File: config.mk
export PLATFORM = sky130hd
export DESIGN_NAME = bpm_tempo_core
export DESIGN_NICKNAME = d
export VERILOG_FILES = /design/src/rtl/metronome_pkg.sv /design/src/rtl/beat_phase_acc.sv /design/src/rtl/bpm_tempo_core.sv
export SDC_FILE = /design/constraint.sdc
export NUM_CORES = 1
export LEC_CHECK = 0
export ABC_AREA = 1
export CORE_MARGIN = 2
export CORE_UTILIZATION = 30
export DETAILED_ROUTE_END_ITERATION = 10
export DONT_BUFFER_PORTS = 1
export PLACE_DENSITY_LB_ADDON = 0.25
export SETUP_SLACK_MARGIN = 0.5
export SLEW_MARGIN = 10
export SYNTH_ARGS = -nofsm -noshare
export SYNTH_HDL_FRONTEND = slang
export SYNTH_SLANG_ARGS = --single-unit
export TNS_END_PERCENT = 100
File: constraint.sdc
create_clock -name i_clk -period 3.95 [get_ports i_clk]
set_input_delay 0.395 -clock i_clk [delete_from_list [all_inputs] [get_ports i_clk]]
set_output_delay 0.395 -clock i_clk [all_outputs]
set_load 0.03 [all_outputs]
File: src/rtl/metronome_pkg.sv
// Shared widths, button delta weights and tempo parameter legality check
// for the metronome tempo core.
package metronome_pkg;

   localparam int BPM_W      = 9;
   localparam int BEAT_IDX_W = 3;

   localparam logic signed [10:0] DELTA_P1 = 11'sd1;
   localparam logic signed [10:0] DELTA_P5 = 11'sd5;
   localparam logic signed [10:0] DELTA_M1 = -11'sd1;
   localparam logic signed [10:0] DELTA_M5 = -11'sd5;

   // BPM_MAX below half of TICKS guarantees at most one beat per two cycles.
   function automatic bit params_ok(input int bpm_min, input int bpm_def,
                                    input int bpm_max, input int beats,
                                    input longint ticks);
      return (bpm_min <= bpm_def) && (bpm_def <= bpm_max) &&
             (longint'(bpm_max) < (longint'(1) << BPM_W)) &&
             (longint'(bpm_max) < ticks / 2) &&
             (beats >= 2) && (beats <= 8);
   endfunction

endpackage

File: src/rtl/beat_phase_acc.sv
// Phase accumulator beat generator: adds the tempo every cycle and emits a
// beat each time the phase wraps past TICKS, tracking the index within the bar.
module beat_phase_acc
   import metronome_pkg::*;
#(
   parameter longint TICKS         = 64'd3_000_000_000,
   parameter int     ACC_W         = 32,
   parameter int     BPM_WIDTH     = 9,
   parameter int     BEATS_PER_BAR = 4
) (
   input  logic                  i_clk,
   input  logic                  i_rst,
   input  logic [BPM_WIDTH-1:0]  i_bpm,
   input  logic                  i_clear,
   output logic                  o_beat,
   output logic                  o_downbeat,
   output logic [BEAT_IDX_W-1:0] o_idx
);

   localparam logic [ACC_W-1:0]      TICKS_V  = ACC_W'(TICKS);
   localparam logic [BEAT_IDX_W-1:0] IDX_LAST = BEAT_IDX_W'(BEATS_PER_BAR - 1);

   logic [ACC_W-1:0]      r_acc;
   logic [BEAT_IDX_W-1:0] r_idx;
   logic                  r_beat;
   logic                  r_downbeat;

   logic [ACC_W-1:0]      w_sum;
   logic                  w_wrap;
   logic [BEAT_IDX_W-1:0] w_idx_next;

   // acc stays below TICKS, so acc + BPM_MAX always fits in ACC_W bits
   assign w_sum      = r_acc + {{(ACC_W-BPM_WIDTH){1'b0}}, i_bpm};
   assign w_wrap     = (w_sum >= TICKS_V);
   assign w_idx_next = (r_idx == IDX_LAST) ? '0 : r_idx + BEAT_IDX_W'(1);

   always_ff @(posedge i_clk or posedge i_rst) begin
      if (i_rst) begin
         r_acc      <= '0;
         r_idx      <= IDX_LAST;
         r_beat     <= 1'b0;
         r_downbeat <= 1'b0;
      end else if (i_clear) begin
         r_acc      <= '0;
         r_idx      <= IDX_LAST;
         r_beat     <= 1'b0;
         r_downbeat <= 1'b0;
      end else begin
         r_beat     <= w_wrap;
         r_downbeat <= w_wrap && (w_idx_next == '0);
         if (w_wrap) begin
            r_acc <= w_sum - TICKS_V;
            r_idx <= w_idx_next;
         end else begin
            r_acc <= w_sum;
         end
      end
   end

   assign o_beat     = r_beat;
   assign o_downbeat = r_downbeat;
   assign o_idx      = r_idx;

endmodule

File: src/rtl/bpm_tempo_core.sv
// Metronome tempo owner: sums button deltas into a saturating BPM register
// and drives the beat phase accumulator from it.
module bpm_tempo_core
   import metronome_pkg::*;
#(
   parameter int CLK_HZ        = 50_000_000,
   parameter int BPM_MIN       = 30,
   parameter int BPM_MAX       = 300,
   parameter int BPM_DEFAULT   = 120,
   parameter int BEATS_PER_BAR = 4
) (
   input  logic                  i_clk,
   input  logic                  i_rst,
   input  logic                  i_btn_reset,
   input  logic                  i_btn_plus_1,
   input  logic                  i_btn_plus_5,
   input  logic                  i_btn_minus_1,
   input  logic                  i_btn_minus_5,
   output logic [BPM_W-1:0]      o_bpm,
   output logic                  o_bpm_changed,
   output logic                  o_beat,
   output logic                  o_downbeat,
   output logic [BEAT_IDX_W-1:0] o_beat_idx
);

   localparam longint TICKS = longint'(60) * longint'(CLK_HZ);
   localparam int     ACC_W = $clog2(TICKS + longint'(BPM_MAX) + 1);

   localparam logic [BPM_W-1:0]   BPM_DEF_V = BPM_W'(BPM_DEFAULT);
   localparam logic signed [10:0] BPM_MIN_S = 11'(BPM_MIN);
   localparam logic signed [10:0] BPM_MAX_S = 11'(BPM_MAX);

   if (!params_ok(BPM_MIN, BPM_DEFAULT, BPM_MAX, BEATS_PER_BAR, TICKS)) begin : g_param_err
      $error("bpm_tempo_core: illegal tempo parameters");
   end

   function automatic logic [BPM_W-1:0] clamp_bpm(input logic signed [10:0] v);
      if (v < BPM_MIN_S)      return BPM_W'(BPM_MIN);
      else if (v > BPM_MAX_S) return BPM_W'(BPM_MAX);
      else                    return v[BPM_W-1:0];
   endfunction

   logic [BPM_W-1:0]   r_bpm;
   logic               r_changed;

   logic signed [10:0] w_delta;
   logic signed [10:0] w_bpm_sum;
   logic [BPM_W-1:0]   w_bpm_next;

   always_comb begin
      w_delta = '0;
      if (i_btn_plus_1)  w_delta = w_delta + DELTA_P1;
      if (i_btn_plus_5)  w_delta = w_delta + DELTA_P5;
      if (i_btn_minus_1) w_delta = w_delta + DELTA_M1;
      if (i_btn_minus_5) w_delta = w_delta + DELTA_M5;
   end

   assign w_bpm_sum  = $signed({2'b00, r_bpm}) + w_delta;
   assign w_bpm_next = clamp_bpm(w_bpm_sum);

   // Soft reset wins over any delta pulses arriving in the same cycle
   always_ff @(posedge i_clk or posedge i_rst) begin
      if (i_rst) begin
         r_bpm     <= BPM_DEF_V;
         r_changed <= 1'b0;
      end else if (i_btn_reset) begin
         r_bpm     <= BPM_DEF_V;
         r_changed <= (r_bpm != BPM_DEF_V);
      end else begin
         r_bpm     <= w_bpm_next;
         r_changed <= (w_bpm_next != r_bpm);
      end
   end

   beat_phase_acc #(
      .TICKS         (TICKS),
      .ACC_W         (ACC_W),
      .BPM_WIDTH     (BPM_W),
      .BEATS_PER_BAR (BEATS_PER_BAR)
   ) u_phase (
      .i_clk      (i_clk),
      .i_rst      (i_rst),
      .i_bpm      (r_bpm),
      .i_clear    (i_btn_reset),
      .o_beat     (o_beat),
      .o_downbeat (o_downbeat),
      .o_idx      (o_beat_idx)
   );

   assign o_bpm         = r_bpm;
   assign o_bpm_changed = r_changed;

endmodule
# After elaboration in Yosys (flattened, before gate mapping)
# Index checks and enable logic that the tools add are counted.
# totals
reg_bits	47
wordCells	37
# classes
add_sub_neg	7
magnitude_cmp	3
eq_ne	3
n_mux	15
n_reduce_logical	3
# op_table
operator	n
two-way mux 32 bit	2
two-way mux 11 bit	3
adder 32 x 9 -> 32 bit	1
>= comparator 32 bit (second input constant)	1
subtractor 32 bit (second input constant)	1
two-way mux 9 bit	3
adder 11 x 4 -> 11 bit (second input constant)	2
adder 10 x 11 -> 11 bit	1
adder 11 x 1 -> 11 bit (second input constant)	1
> comparator 11 x 10 -> 1 bit (second input constant)	1
less-than comparator 11 x 6 -> 1 bit (second input constant)	1
two-way mux 3 bit	3
!= test 9 x 7 -> 1 bit (second input constant)	1
!= test 9 bit	1
two-way mux 1 bit	4
adder 3 x 1 -> 3 bit (second input constant)	1
equality test 3 x 2 -> 1 bit (second input constant)	1
zero test 3 bit	1
nonzero test 2 bit	1
logical AND 1 bit	1

# Longest topological paths before layout
# Gate-level depths: netlist of the first run.
# logic_depth
word_depth	13
depth_mapped	31
depth_no_buf	31

# By module
# A second synthesis of the first run with hierarchy kept.
# unflattened
hier_cells	919
area_unflattened_um2	5381.4
# by_module_without_submodules
mod	instances	cells_per_inst	area_each_um2
beat_phase_acc	1	654	3692.3
bpm_tempo_core	1	265	1689.1

# Least setup slack after synthesis of the first run
# Ideal clock, no wire load.
# synth_path
kind	input to register
start	in i_btn_minus_1
end	reg r_changed (netlist: o_bpm_changed)
arrival_time_ns	3.083
required_ns	3.825
slack_ns	0.742
cell_stages	28
path_cell_list	inv_1 > fa_1 > nand3b_1 > nand3_1 > xnor2_1 > inv_1 > ha_1 > nand2_1 > nand2_1 > inv_1 > nand2_1 > nand2_1 > nand2_1 > nand2_1 > nand2_1 > nand2_1 > nand2_1 > nand2_1 > inv_1 > nand3_2 > inv_1 > nand2_1 > nand2_1 > nand2_1 > inv_1 > nand2_1 > nor2_1 > nand3_1
# synth_via
elab_chain_cells	9
word_cells_on_any_way	10
# synth_lines
item	line	source
start: declaration	bpm_tempo_core.sv:17	input logic i_btn_minus_1,
two-way mux 11 bit (*)	bpm_tempo_core.sv:54	if (i_btn_minus_1) w_delta = w_delta + DELTA_M1;
adder 11 x 4 -> 11 bit	bpm_tempo_core.sv:55	if (i_btn_minus_5) w_delta = w_delta + DELTA_M5;
two-way mux 11 bit (*)	bpm_tempo_core.sv:55	
adder 10 x 11 -> 11 bit (*)	bpm_tempo_core.sv:58	assign w_bpm_sum = $signed({2'b00, r_bpm}) + w_delta;
> comparator 11 x 10 -> 1 bit	bpm_tempo_core.sv:39	else if (v > BPM_MAX_S) return BPM_W'(BPM_MAX);
two-way mux 9 bit	bpm_tempo_core.sv:39	
two-way mux 9 bit (*)	bpm_tempo_core.sv:38	if (v < BPM_MIN_S) return BPM_W'(BPM_MIN);
!= test 9 bit (*)	bpm_tempo_core.sv:71	r_changed <= (w_bpm_next != r_bpm);
two-way mux 1 bit (*)	bpm_tempo_core.sv:66	end else if (i_btn_reset) begin
end signal: assignment	bpm_tempo_core.sv:68	r_changed <= (r_bpm != BPM_DEF_V);
end signal: assignment	bpm_tempo_core.sv:71	
end: declaration	bpm_tempo_core.sv:44	logic r_changed;
# Every way passes the cells marked *; elsewhere a longest branch is shown, timed or not.
# A chain may end at the register's enable or synchronous reset.

# Worst setup path in the final report of the first run
# layout_path
start	reg r_bpm[0] (netlist: o_bpm[0])
end	reg u_phase.r_acc[17]
# layout_via
elab_chain_cells	4
word_cells_on_any_way	5
# layout_lines
item	line	source
start: declaration	bpm_tempo_core.sv:43	logic [BPM_W-1:0] r_bpm;
start signal: assignment	bpm_tempo_core.sv:70	r_bpm <= w_bpm_next;
adder 32 x 9 -> 32 bit (*)	beat_phase_acc.sv:33	assign w_sum = r_acc + {{(ACC_W-BPM_WIDTH){1'b0}}, i_bpm};
subtractor 32 bit or >= comparator 32 bit (tied branches)	beat_phase_acc.sv:52, beat_phase_acc.sv:34	
two-way mux 32 bit (*)	beat_phase_acc.sv:51	if (w_wrap) begin
two-way mux 32 bit (*)	beat_phase_acc.sv:43	end else if (i_clear) begin
end signal: assignment	beat_phase_acc.sv:52	r_acc <= w_sum - TICKS_V;
end signal: assignment	beat_phase_acc.sv:55	r_acc <= w_sum;
end: declaration	beat_phase_acc.sv:23	logic [ACC_W-1:0] r_acc;
# Marked as above.

==> results of run 1 <==
-- metal layers --
metal | vias up | part of all wire (%) | GRT usage (%)
met5 | - | 0 | 0
met4 | 0 | 2.7 | 4.98
met3 | 27 | 4.1 | 2.62
met2 | 119 | 47 | 30.1
met1 | 2537 | 46 | 23.2
li1 | 2900 | - | -
-- cell usage in the layout, fill, tap and decap left out, types with 3 or more instances in the layout --
master	instances
sky130_fd_sc_hd__a21oi_1	32
sky130_fd_sc_hd__a21oi_2	3
sky130_fd_sc_hd__buf_4	15
sky130_fd_sc_hd__clkbuf_16	5
sky130_fd_sc_hd__dfrtp_1	41
sky130_fd_sc_hd__dfstp_2	6
sky130_fd_sc_hd__fa_2	3
sky130_fd_sc_hd__ha_1	23
sky130_fd_sc_hd__inv_1	124
sky130_fd_sc_hd__inv_2	8
sky130_fd_sc_hd__nand2_1	337
sky130_fd_sc_hd__nand2_2	27
sky130_fd_sc_hd__nand2_4	4
sky130_fd_sc_hd__nand3_1	97
sky130_fd_sc_hd__nand3_2	7
sky130_fd_sc_hd__nand3_4	7
sky130_fd_sc_hd__nand3b_1	6
sky130_fd_sc_hd__nand4_1	11
sky130_fd_sc_hd__nor2_1	104
sky130_fd_sc_hd__nor2_2	13
sky130_fd_sc_hd__nor2_4	5
sky130_fd_sc_hd__nor3_1	7
sky130_fd_sc_hd__o21ai_0	9
sky130_fd_sc_hd__xnor2_1	7
-- metrics by stage --
| step | setup slack, ns | util [%] | hold slack [ns] |
|---|---|---|---|
| 2_1_floorplan | 0.742 | - | 0.465 |
| 3_3_place_gp | 0.320 | 32.2 | 0.471 |
| 3_5_place_dp | 0.280 | 32.2 | 0.473 |
| 4_1_cts | 0.499 | 33.1 | 0.142 |
| 5_1_grt | 0.468 | 34.9 | 0.148 |
| 6_report | 0.712 | 34.9 | 0.144 |
-- area by class of cell --
type,instances,share of cell area (%)
Clock buffer,5,2.10
Timing Repair Buffer,15,1.89
Clock inverter,3,0.377
Sequential cell,47,19.8
Multi-Input combinational cell,726,62.4
Tap cell,225,4.72
Inverter,136,8.70
-- path summary, 6_finish.rpt --
kind	startpoint	endpoint	slack, ns	cells after the start
min in group i_clk	i_btn_reset	u_phase.r_acc[0]	0.16	1
max in group asynchronous	i_rst	o_bpm[8]	3.37	2
hold reg to reg	u_phase.o_idx[0]	u_phase.o_idx[0]	0.58	2
hold / removal	i_rst	u_phase.o_beat	0.14	2
setup reg to reg	o_bpm[0]	u_phase.r_acc[17]	0.71	17
setup / recovery	o_bpm[0]	u_phase.r_acc[17]	0.71	17
-- logic make-up (layout without fill, tap and decap cells) --
kind of cell | count (synthesis) | in the layout | synth area share [%]
and+or+nand+nor | 627 | 632 | 51.3
buffers and inverters | 146 | 159 | 11.1
AOI/OAI and AO/OA | 54 | 54 | 5.48
DFF | 47 | 47 | 22.7
adders and majority gates | 30 | 30 | 7.64
xor gates and xnor gates | 10 | 10 | 1.68
-- state kept, by name (all words and copies together), names as in the netlist --
name and flops:
u_phase.r_acc 32, o_bpm 9, u_phase.o_idx 3, o_bpm_changed 1, u_phase.o_beat 1, u_phase.o_downbeat 1
-- what timing repair did --
item                       in CTS  in global routing
cloned                          0                  5
gates resized for setup         0                 65
pin swaps                       1                 21
hold buffers                    0                  0
setup endpoints to repair       2                 29
buffers inserted                0                  3
-- power groups by stage --
stage               Combinational, mW  Clock, mW  Sequential (mW)
finish                           1.85      0.453            0.644
CTS                              1.67      0.470            0.646
floorplan                        1.17          0            0.729
detailed placement               1.65          0            0.654
global route                     2.11      0.483            0.657
global placement                 1.66          0            0.656
==> results list, run 1 <==
* Outcome: finished clean
* Endpoints failing setup: 0
* Area of the die: 18400 um2
- I/O pin count: 22
* Pint: 1.45 mW
- Synthesis handed over a netlist of 914 instances.
- Of the total power, registers draw 21.9%.
- Of the total power, the clock network draws 15.4%.
* Relative slew slack: 45.3%
* Final Slew Violations: 0
- The finished cells cover 5970 um2.
* DR pass1 iterations: 5
- For this configuration, the core starts out at a cell density of 30.4%.
* Root Buffer Master: sky130_fd_sc_hd__clkbuf_16
- After detailed routing, the number of remaining DRC violations is 0.
- Flops & latches, synth: 47
- Req. time, crit path: 4.15 ns
* Diodes inserted: 0
- Dividing total power by cell area gives a power density of 494 nW/um2.
- Clk sink count: 47
- At the end of routability-driven placement, the weighted congestion stood at 0.878.
* Placeable Area: 17100 um2
- Switching share of power: 50.7%
* Top area cells in the synthesized netlist: sky130_fd_sc_hd__nand2_1 (26%), sky130_fd_sc_hd__dfrtp_1 (20%), sky130_fd_sc_hd__nand3_1 (9.5%)
- For the worst setup path, the data arrival time is 3.44 ns.
- H-Tree Level Count: 2
- The first global-routing pass estimated 25700 um of wire.
* Summed instance area of the synthesized netlist: 5210 um2
- Layout cell share with drive strength beyond 1: 12.6%
- In this run the power spent charging and discharging nets is 1.49 mW.
- Cell-by-cell listing of the critical path: ha_2 > fa_2 > nand2_1 > nand2_1 > and2_1 > nand2_1 > nand3_2 > nand2_1 > nand2_1 > nand2_1 > nor2_1 > nand2_1 > nor2_1 > nor2_4 > nand3_2 > a21oi_1 > nor2_1
- In this design, the critical path's most frequently occurring cell is sky130_fd_sc_hd__nand2_1.
* Largest net degree at the start of global routing: 48
- Leading area contributor after synthesis: sky130_fd_sc_hd__nand2_1
- Including well taps, the total number of placed cells is 1141.
- No sink is reached through more buffers than the 2 on the longest clock path.
* Register area: 1180 um2
* DRT antenna net count: 0
- The worst setup path is captured at a flop.
- Synthesis instantiated 37 different standard cells from the library.
* Total power of the final layout: 2.95 mW
* Category of cells accounting for the largest share of critical-path delay: simple AND/OR/NAND/NOR gates
- Post-synth EDFFs: 0
- Horizontal die dimension: 136 um
* WL per Instance: 14.1 um
- Final period utilization: 82.0%
- Detailed placement ended at an HPWL of 12500 um.
- Leading post-synthesis cells by instance count: sky130_fd_sc_hd__nand2_1 (358), sky130_fd_sc_hd__inv_1 (131), sky130_fd_sc_hd__nor2_1 (109)
* Comb pwr share: 62.8%
* Total length of routed wires: 16400 um
- GRT overflow: 0
- Max-cap violations in this run came to 0.
- Chip height: 136 um
- The number of hold violations in the final report came to 0.
- For the pin with the worst max-slew slack, the measured transition is 0.819 ns.
* Number of non-filler instances in the completed layout: 1157
- Yosys warning count: 0
- Static timing analysis puts the maximum clock frequency at 309 MHz.
- Sequential fraction of the synthesis area: 22.7%
* Routed via count divided by cell count: 4.83
* Final-stage net count: 968
* Vias: 5583
- Summed negative setup slack over all endpoints: 0 ns
- Cell Area, Placed: 5510 um2
- Unrepaired setup endpoints after global routing: true
- In the synthesized netlist the dominant register cell turns out to be sky130_fd_sc_hd__dfrtp_1.
- On the final layout, the worst clock skew is 0.0105 ns.
- Of all nets on the critical path, the largest fanout is 8.
- Antenna violations before repair: 0
* Critical path type: reg -> reg
* Fraction of registers with async set/reset: 100%
- From synthesis to final layout, the design area changed by 14.6%.
- TritonCTS buffer count: 5
* Clock network latency to the later pin of the worst-skew pair: 0.30 ns
- Combined global-route utilization of all metal layers: 17.7%
- Buffers placed on the I/O ports in this run total 0.
* Clock tree from TritonCTS: done
- Bufs and invs on worst path: 0
* Cell with the largest stage delay on the worst path: sky130_fd_sc_hd__dfrtp_1
- The worst-case IR drop observed on VDD is 283 uV.
- Clock-pin slew was measured on the worst setup and hold paths at 0.07 ns.
- Filler Cell Count: 1922
- Synthesis produced a netlist with a net count of 951.
- Crit-path max cell delay: 0.44 ns
- Class of the tightest hold or removal check: in -> async
- Synth top area share: 25.8%
- Count leader, synth: sky130_fd_sc_hd__nand2_1
* Post-synthesis average cell area: 5.70 um2
* Leakage power figure: 3.22 nW
- The number of global-route vias before repair is 5196.
* Nature of the critical path startpoint: flop
- Min Clock Period, post-route: 3.24 ns
- The initialized floorplan defines 48 standard-cell rows.
* Starting DRC count in detailed routing: 310
- In the final layout, the multi-input gates occupy 3720 um2.
Note: power is estimated with default switching activity, not from simulation.
==> inputs of run 2 (changes only) <==
Clock period 3.95 ns to 2.7 ns, I/O delays scaled along.
==> run 2 against run 1 <==
  * Sequential power increased by 55%
  * Register-to-register slack got worse by 0.84 ns
  * Non-clock buffer count increased by 168
  * Die area unchanged
  * The run now ends with negative setup slack left
  * Core utilization rose by 15 points
  * Count of clock-buffer cells in the layout rose by 1
  * Sequential cell count unchanged
  * Routed wire length increased by 15%
  * Critical endpoint is now o_bpm_changed
==> results list, run 2 (synthesis results as in run 1) <==
- The number of slew-limit violations in the final report came to 0 (unchanged).
* I/O pin count: 22 (unchanged)
* Combined global-route utilization of all metal layers: 20.6% (was 17.7%)
* Starting DRC count in detailed routing: 305 (was 310)
- Routability cong.: 0.945 (was 0.878)
- Total length of routed wires: 18800 um (was 16400 um)
- DRT antenna net count: 0 (unchanged)
- WL per Instance: 14.2 um (was 14.1 um)
- The CTS tree was done (unchanged).
* Relative contribution of sequential cells to total power: 16.3% (was 21.9%)
- Cell with the largest stage delay on the worst path: sky130_fd_sc_hd__fa_1 (was sky130_fd_sc_hd__dfrtp_1)
- The starting utilization of the core area was 30.4% (unchanged).
* FMAX: 334 MHz
- Peak ir drop on the vdd network: 442 uV (was 283 uV)
* Endpoints failing setup: 34 (was 0)
- The number of buffers inserted by port buffering came to 0 (unchanged).
- Highest routed layer: met4 (unchanged)
- The total die area is 18400 um2 (unchanged).
- The initial antenna violation count is 0 (unchanged).
- The proportion of total power due to net switching came to 46.6% (was 50.7%).
- The placed instance count was 1261 (was 1141).
- The worst-case clock buffer depth was 2 (unchanged).
- Critical Path Sink Type: flop (unchanged)
- Leakage power figure: 4.22 nW (was 3.22 nW)
- The total clock sinks came to 47 (unchanged).
- Crit-path max cell delay: 0.55 ns (was 0.44 ns)
- The type of the worst min-delay path is in -> reg (was in -> async).
- GRT overflow: 0 (unchanged)
- Pint: 3.27 mW (was 1.45 mW)
- DP Wirelength: 13900 um (was 12500 um)
- The slew of the pin with the lowest slew margin was 0.537 ns (was 0.819 ns).
* Worst path setup slack after routing: -0.293 ns (was 0.712 ns)
- Cell-by-cell listing of the critical path: clkinvlp_4 > fa_1 > xnor2_1 > ha_2 > inv_2 > fa_2 > inv_2 > nand3_2 > nand2_4 > nand2_2 > nand2_4 > nand3_2 > nand3_2 > nor2_2 > buf_4 > a21oi_4 > nand2_2 > nand2_2 > nand2_2 > nand2_2 > nand2_2 > nor2_1 > nand3_1 (was ha_2 > fa_2 > nand2_1 > nand2_1 > and2_1 > nand2_1 > nand3_2 > nand2_1 > nand2_1 > nand2_1 > nor2_1 > nand2_1 > nor2_1 > nor2_4 > nand3_2 > a21oi_1 > nor2_1).
* Comb pwr share: 73.0% (was 62.8%)
* Placeable Area: 17100 um2 (unchanged)
- The number of flip-flops in the largest register came to 32 (unchanged).
- Largest register by flop count: u_phase.r_acc (unchanged)
- The critical path class is in -> reg (was reg -> reg).
- Clock network latency to the later pin of the worst-skew pair: 0.31 ns (was 0.30 ns)
- TritonCTS buffer count: 5 (unchanged)
- The height of the die came to 136 um (unchanged).
- Smallest hold slack: 0.00630 ns (was 0.144 ns)
* Worst endpoint data arrival time: 3.18 ns (was 3.44 ns)
* Min Clock Period, post-route: 2.99 ns
* Root Buffer Master: sky130_fd_sc_hd__clkbuf_16 (unchanged)
- The detailed-route wire length on metal 1 is 7950 um (was 7570 um).
- Layout cell share with drive strength beyond 1: 45.5% (was 12.6%)
- Outcome: complete, but fails checks (was finished clean)
- The via count of the routed design is 6329 (was 5583).
* DR pass1 iterations: 5 (unchanged)
* Nature of the critical path startpoint: input port (was flop)
- Number of rows created at floorplan: 48 (unchanged)
* Final-stage net count: 1131 (was 968)
- Violated checks: negative setup slack
* Most numerous cell on the critical path: sky130_fd_sc_hd__nand2_2 (was sky130_fd_sc_hd__nand2_1)
* Relative slew slack: 64.1% (was 45.3%)
* Residual DRC count: 0 (unchanged)
- The largest driver fanout on the critical path was 4 (was 8).
* Unrepaired setup endpoints after global routing: true (unchanged)
* Max-cap violations: 0 (unchanged)
* Req. time, crit path: 2.88 ns (was 4.15 ns)
- The sum of negative setup slack was -2.90 ns (was 0 ns).
* Layout Utilization: 49.4% (was 34.9%)
- The via count normalized by instance count came to 4.79 (was 4.83).
* Clock transition at the registers of the reported paths: 0.08 ns (was 0.07 ns)
- Area growth from synthesis to layout: 62.3% (was 14.6%)
- The met3 layer wire length in the routed design came to 560 um (was 672 um).
* Highest-count cells in the layout ignoring fill and taps: sky130_fd_sc_hd__nand2_1 (240), sky130_fd_sc_hd__buf_4 (161), sky130_fd_sc_hd__inv_1 (111), sky130_fd_sc_hd__nand2_2 (89), sky130_fd_sc_hd__nor2_1 (75) (was sky130_fd_sc_hd__nand2_1 (337), sky130_fd_sc_hd__inv_1 (124), sky130_fd_sc_hd__nor2_1 (104), sky130_fd_sc_hd__nand3_1 (97), sky130_fd_sc_hd__dfrtp_1 (41))
* Largest net degree at the start of global routing: 26 (was 48)
- The share of power burned in the clock network was 10.7% (was 15.4%).
- Of the available clock period, the critical path in the final layout requires 111%.
- The number of diodes added for antenna fixing came to 0 (unchanged).
- Total length of routed met2 wires: 9820 um (was 7680 um)
* Number of non-filler instances in the completed layout: 1320 (was 1157)
- The die extent in x is 136 um (unchanged).
- Psw: 2.85 mW (was 1.49 mW)
- The total power draw came to 6.12 mW (was 2.95 mW).
- The number of global-route vias before repair came to 6330 (was 5196).
- H-Tree Level Count: 2 (unchanged)
- The worst clock skew is 0.0164 ns (was 0.0105 ns).
* Most common library cell in the layout ignoring fill and taps: sky130_fd_sc_hd__nand2_1 (unchanged)
- The power per cell area came to 724 nW/um2 (was 494 nW/um2).
- The first-pass GRT wire length is 30100 um (was 25700 um).
- Final Hold Viols: 0 (unchanged)
run 2: final cells by class:
class / count / area, um2
clock buffers: 6 / 129
inverters: 136 / 532
flip-flops and latches: 47 / 1190
repair buffers: 183 / 1560
fillers: 1738 / 8670
multi-input cells: 721 / 4750
clock inverters: 2 / 16.3
well taps: 225 / 282
run 2: power by group through the flow:
stage          Clock (mW)  Sequential [mW]  Combinational, mW
6_report            0.657            0.996               4.47
2_1_floorplan           0             1.11               1.85
5_1_grt             0.698             1.01               4.91
3_5_place_dp            0            0.992               3.30
4_1_cts             0.671            0.995               3.91
3_3_place_gp            0            0.990               3.29
run 2: per-layer routing:
layer | GRT usage, % | vias to the layer above
met5 | 0 | -
li1 | - | 3204
met1 | 24.8 | 2979
met2 | 38.4 | 110
met3 | 2.62 | 36
met4 | 5.56 | 0
run 2: final timing paths:
check                      cells past startpoint                 to  slack [ns]        startpoint
hold / removal                                 1  u_phase.r_acc[24]       0.006       i_btn_reset
hold reg to reg                                2   u_phase.o_idx[1]        0.57  u_phase.o_idx[1]
min in group asynchronous                      2  u_phase.r_acc[14]        0.47             i_rst
setup reg to reg                              20      o_bpm_changed       -0.13          o_bpm[6]
setup / recovery                              23      o_bpm_changed       -0.29     i_btn_minus_1
max in group asynchronous                      3   u_phase.o_idx[0]        1.45             i_rst
run 2: what timing repair did:
action,in CTS,in global routing
pin swaps,79,91
hold endpoints to repair,20,0
setup endpoints to repair,38,38
resized for setup,182,134
gates cloned,4,0
hold buffers,1,0
buffers inserted,30,16
run 2: worst max-delay path, delay by kind of cell:
kind | cells | cell delay, ns
xor+xnor | 1 | 0.15
buf+inv | 4 | 0.32
compound gates | 1 | 0.21
simple gates | 14 | 1.08
fa+ha+maj | 3 | 1.15
run 2: through the flow:
step / setup slack (ns) / cell area [um2]
floorplan: -0.298 / 5470
global placement: -0.605 / 6690
detailed placement: -0.646 / 6690
CTS: -0.240 / 7820
global route: -0.501 / 8450
finish: -0.293 / 8450
==> inputs of run 3 (changes only) <==
Settings changed: PLACE_DENSITY set to 0.49, PLACE_DENSITY_LB_ADDON 0.25 to unset, SKIP_CTS_REPAIR_TIMING set to 1.
==> run 3 against run 2 <==
  * The run still ends with negative setup slack left
  * Power decreased by 5.2%
  * Global-route usage decreased by 1.6 points
  * Worst setup slack improved by 0.023 ns
  * Routed wire length decreased by 3.9%
==> results list, run 3 (synthesis results as in run 1) <==
- Outcome: complete, but fails checks (unchanged).
- Violated checks: negative setup slack (unchanged).
- Residual DRC count: 0 (unchanged)
- Nature of the critical path startpoint: input port (unchanged)
* Port bufs: 0 (unchanged)
- The combinational share of power was 71.4% (was 73.0%).
* DRT antenna net count: 0 (unchanged)
- Starting DRC count in detailed routing: 265 (was 305)
* Area of all placed cells without fillers: 8050 um2 (was 8450 um2)
- Final-stage net count: 1119 (was 1131)
- Worst endpoint data arrival time: 3.15 ns (was 3.18 ns)
- Clk sink count: 47 (unchanged)
- Critical path type: in -> reg (unchanged)
* Largest net degree at the start of global routing: 48 (was 26)
* Clock Skew: 0.0139 ns (was 0.0164 ns)
- The fmax is 337 MHz (was 334 MHz).
- The I/O pin count came to 22 (unchanged).
* Final period utilization: 110% (was 111%)
* Max-cap violations: 0 (unchanged)
- The sum of buffers and inverters on the critical path came to 6 (was 4).
* First-pass GRT wire length: 27600 um (was 30100 um)
* Clk network pwr share: 11.5% (was 10.7%)
- Total power of the final layout: 5.80 mW (was 6.12 mW)
- The worst stage delay on the critical path came to 0.53 ns (was 0.55 ns).
* Critical Path Sink Type: flop (unchanged)
* Number of rows created at floorplan: 48 (unchanged)
* Pint: 3.12 mW (was 3.27 mW)
- Unrepaired setup endpoints after global routing: true (unchanged)
- The CTS tree is done (unchanged).
* Clock network latency to the later pin of the worst-skew pair: 0.31 ns (about the same)
- Most numerous cell on the critical path: sky130_fd_sc_hd__nand2_2 (unchanged)
- The register containing the most flip-flops in the final layout is u_phase.r_acc (unchanged).
- The routed length per placed instance came to 13.8 um (was 14.2 um).
- Number of flip-flops under the largest register name: 32 (unchanged)
- GRT overflow: 0 (unchanged)
* Number of cells in the design after placement: 1261 (unchanged)
- Transition at the pin with the smallest max-transition slack: 0.419 ns (was 0.537 ns)
* Chip height: 136 um (unchanged)
- Cell Area, Placed: 6710 um2 (was 6690 um2)
* Highest-count cells in the layout ignoring fill and taps: sky130_fd_sc_hd__nand2_1 (248), sky130_fd_sc_hd__buf_4 (148), sky130_fd_sc_hd__inv_1 (110), sky130_fd_sc_hd__nand2_2 (95), sky130_fd_sc_hd__nor2_1 (79) (was sky130_fd_sc_hd__nand2_1 (240), sky130_fd_sc_hd__buf_4 (161), sky130_fd_sc_hd__inv_1 (111), sky130_fd_sc_hd__nand2_2 (89), sky130_fd_sc_hd__nor2_1 (75))
* H-Tree Level Count: 2 (unchanged)
- The net switching power of the design came to 2.68 mW (was 2.85 mW).
- Number of non-filler instances in the completed layout: 1308 (was 1320)
- The initial antenna violation count came to 0 (unchanged).
- The proportion of total power due to net switching was 46.2% (was 46.6%).
* Area of the die: 18400 um2 (unchanged)
* Clock transition at the registers of the reported paths: 0.07 ns (was 0.08 ns)
- Vias: 6084 (was 6329)
- The area inside the core boundary came to 17100 um2 (unchanged).
- Class of the tightest hold or removal check: in -> reg (unchanged)
- Relative contribution of sequential cells to total power: 17.1% (was 16.3%)
* Number of buffers between clock root and the deepest sink: 2 (unchanged)
* Worst path setup slack after routing: -0.270 ns (was -0.293 ns)
- The standby leakage power was 4.10 nW (was 4.22 nW).
- Combined global-route utilization of all metal layers: 19.0% (was 20.6%)
- The number of hold violations in the final report is 0 (unchanged).
- The starting utilization of the core area is 30.4% (unchanged).
- Req. time, crit path: 2.88 ns (about the same)
- Area growth from synthesis to layout: 54.6% (was 62.3%)
- The number of slew-limit violations in the final report came to 0 (unchanged).
- TritonCTS buffer count: 5 (unchanged)
- The sum of negative setup slack is -2.83 ns (was -2.90 ns).
* Total length of routed wires: 18100 um (was 18800 um)
- Diodes inserted: 0 (unchanged)
* Via count of the first global-routing pass: 5515 (was 6330)
* DR pass1 iterations: 4 (was 5)
* Cell with the largest stage delay on the worst path: sky130_fd_sc_hd__fa_1 (unchanged)
- The largest driver fanout on the critical path is 6 (was 4).
- The detailed placer's ending HPWL was 14000 um (was 13900 um).
- The fraction of final layout cells with drive strength greater than 1 is 41.7% (was 45.5%).
- The final RePlAce weighted congestion came to 0.887 (was 0.945).
- Root Buffer Master: sky130_fd_sc_hd__clkbuf_16 (unchanged)
- Category of cells accounting for the largest share of critical-path delay: simple AND/OR/NAND/NOR gates (was adder cells)
- The number of filler cells placed in the layout came to 1810 (was 1738).
- Most common library cell in the layout ignoring fill and taps: sky130_fd_sc_hd__nand2_1 (unchanged)
- Min Clock Period, post-route: 2.97 ns (was 2.99 ns)
- Peak ir drop on the vdd network: 474 uV (was 442 uV)
- Endpoints failing setup: 30 (was 34)
* Relative slew slack: 72.0% (was 64.1%)
- Pwr dens: 721 nW/um2 (was 724 nW/um2)
* Minimum setup slack after placement: -0.648 ns (was -0.646 ns)
- The via count normalized by instance count was 4.65 (was 4.79).
* Horizontal die dimension: 136 um (unchanged)
run 3: power by group through the flow:
stage | logic [mW] | clock network (mW) | registers [mW]
floorplan | 1.85 | 0 | 1.11
global placement | 3.28 | 0 | 0.991
detailed placement | 3.28 | 0 | 0.992
CTS | 3.30 | 0.686 | 0.978
global route | 4.60 | 0.701 | 1.01
finish | 4.14 | 0.667 | 0.993
run 3: stage by stage:
stage	utilization (%)	hold slack (ns)
floorplan	-	0.340
global placement	39.2	0.220
detailed placement	39.2	0.220
CTS	40.1	-0.119
global route	47.0	0.0270
finish	47.0	0.0359
run 3: area by class of cell:
| type | instances | area, um2 | area share (%) |
|---|---|---|---|
| repair buffers | 171 | 1450 | 18.0 |
| clock buffers | 5 | 125 | 1.55 |
| well taps | 225 | 282 | 3.50 |
| clock inverters | 3 | 22.5 | 0.280 |
| flip-flops and latches | 47 | 1190 | 14.8 |
| inverters | 136 | 524 | 6.51 |
| multi-input cells | 721 | 4460 | 55.4 |
run 3: final timing paths:
check,startpoint,end,slack [ns],cells past startpoint
setup / recovery,i_btn_minus_1,o_bpm_changed,-0.27,28
min in group asynchronous,i_rst,u_phase.o_downbeat,0.45,3
hold / removal,i_btn_reset,u_phase.r_acc[0],0.04,1
hold reg to reg,u_phase.o_idx[1],u_phase.o_idx[1],0.57,2
max in group asynchronous,i_rst,o_bpm[4],1.95,3
setup reg to reg,o_bpm[6],u_phase.r_acc[9],-0.16,21
run 3: per-layer routing:
layer	vias up	track usage [%]	share of wire (%)
met1	2799	25.8	47
met3	21	2.47	3.1
met4	0	5.09	1.8
met5	-	0	0
met2	93	31.7	48
li1	3171	-	-
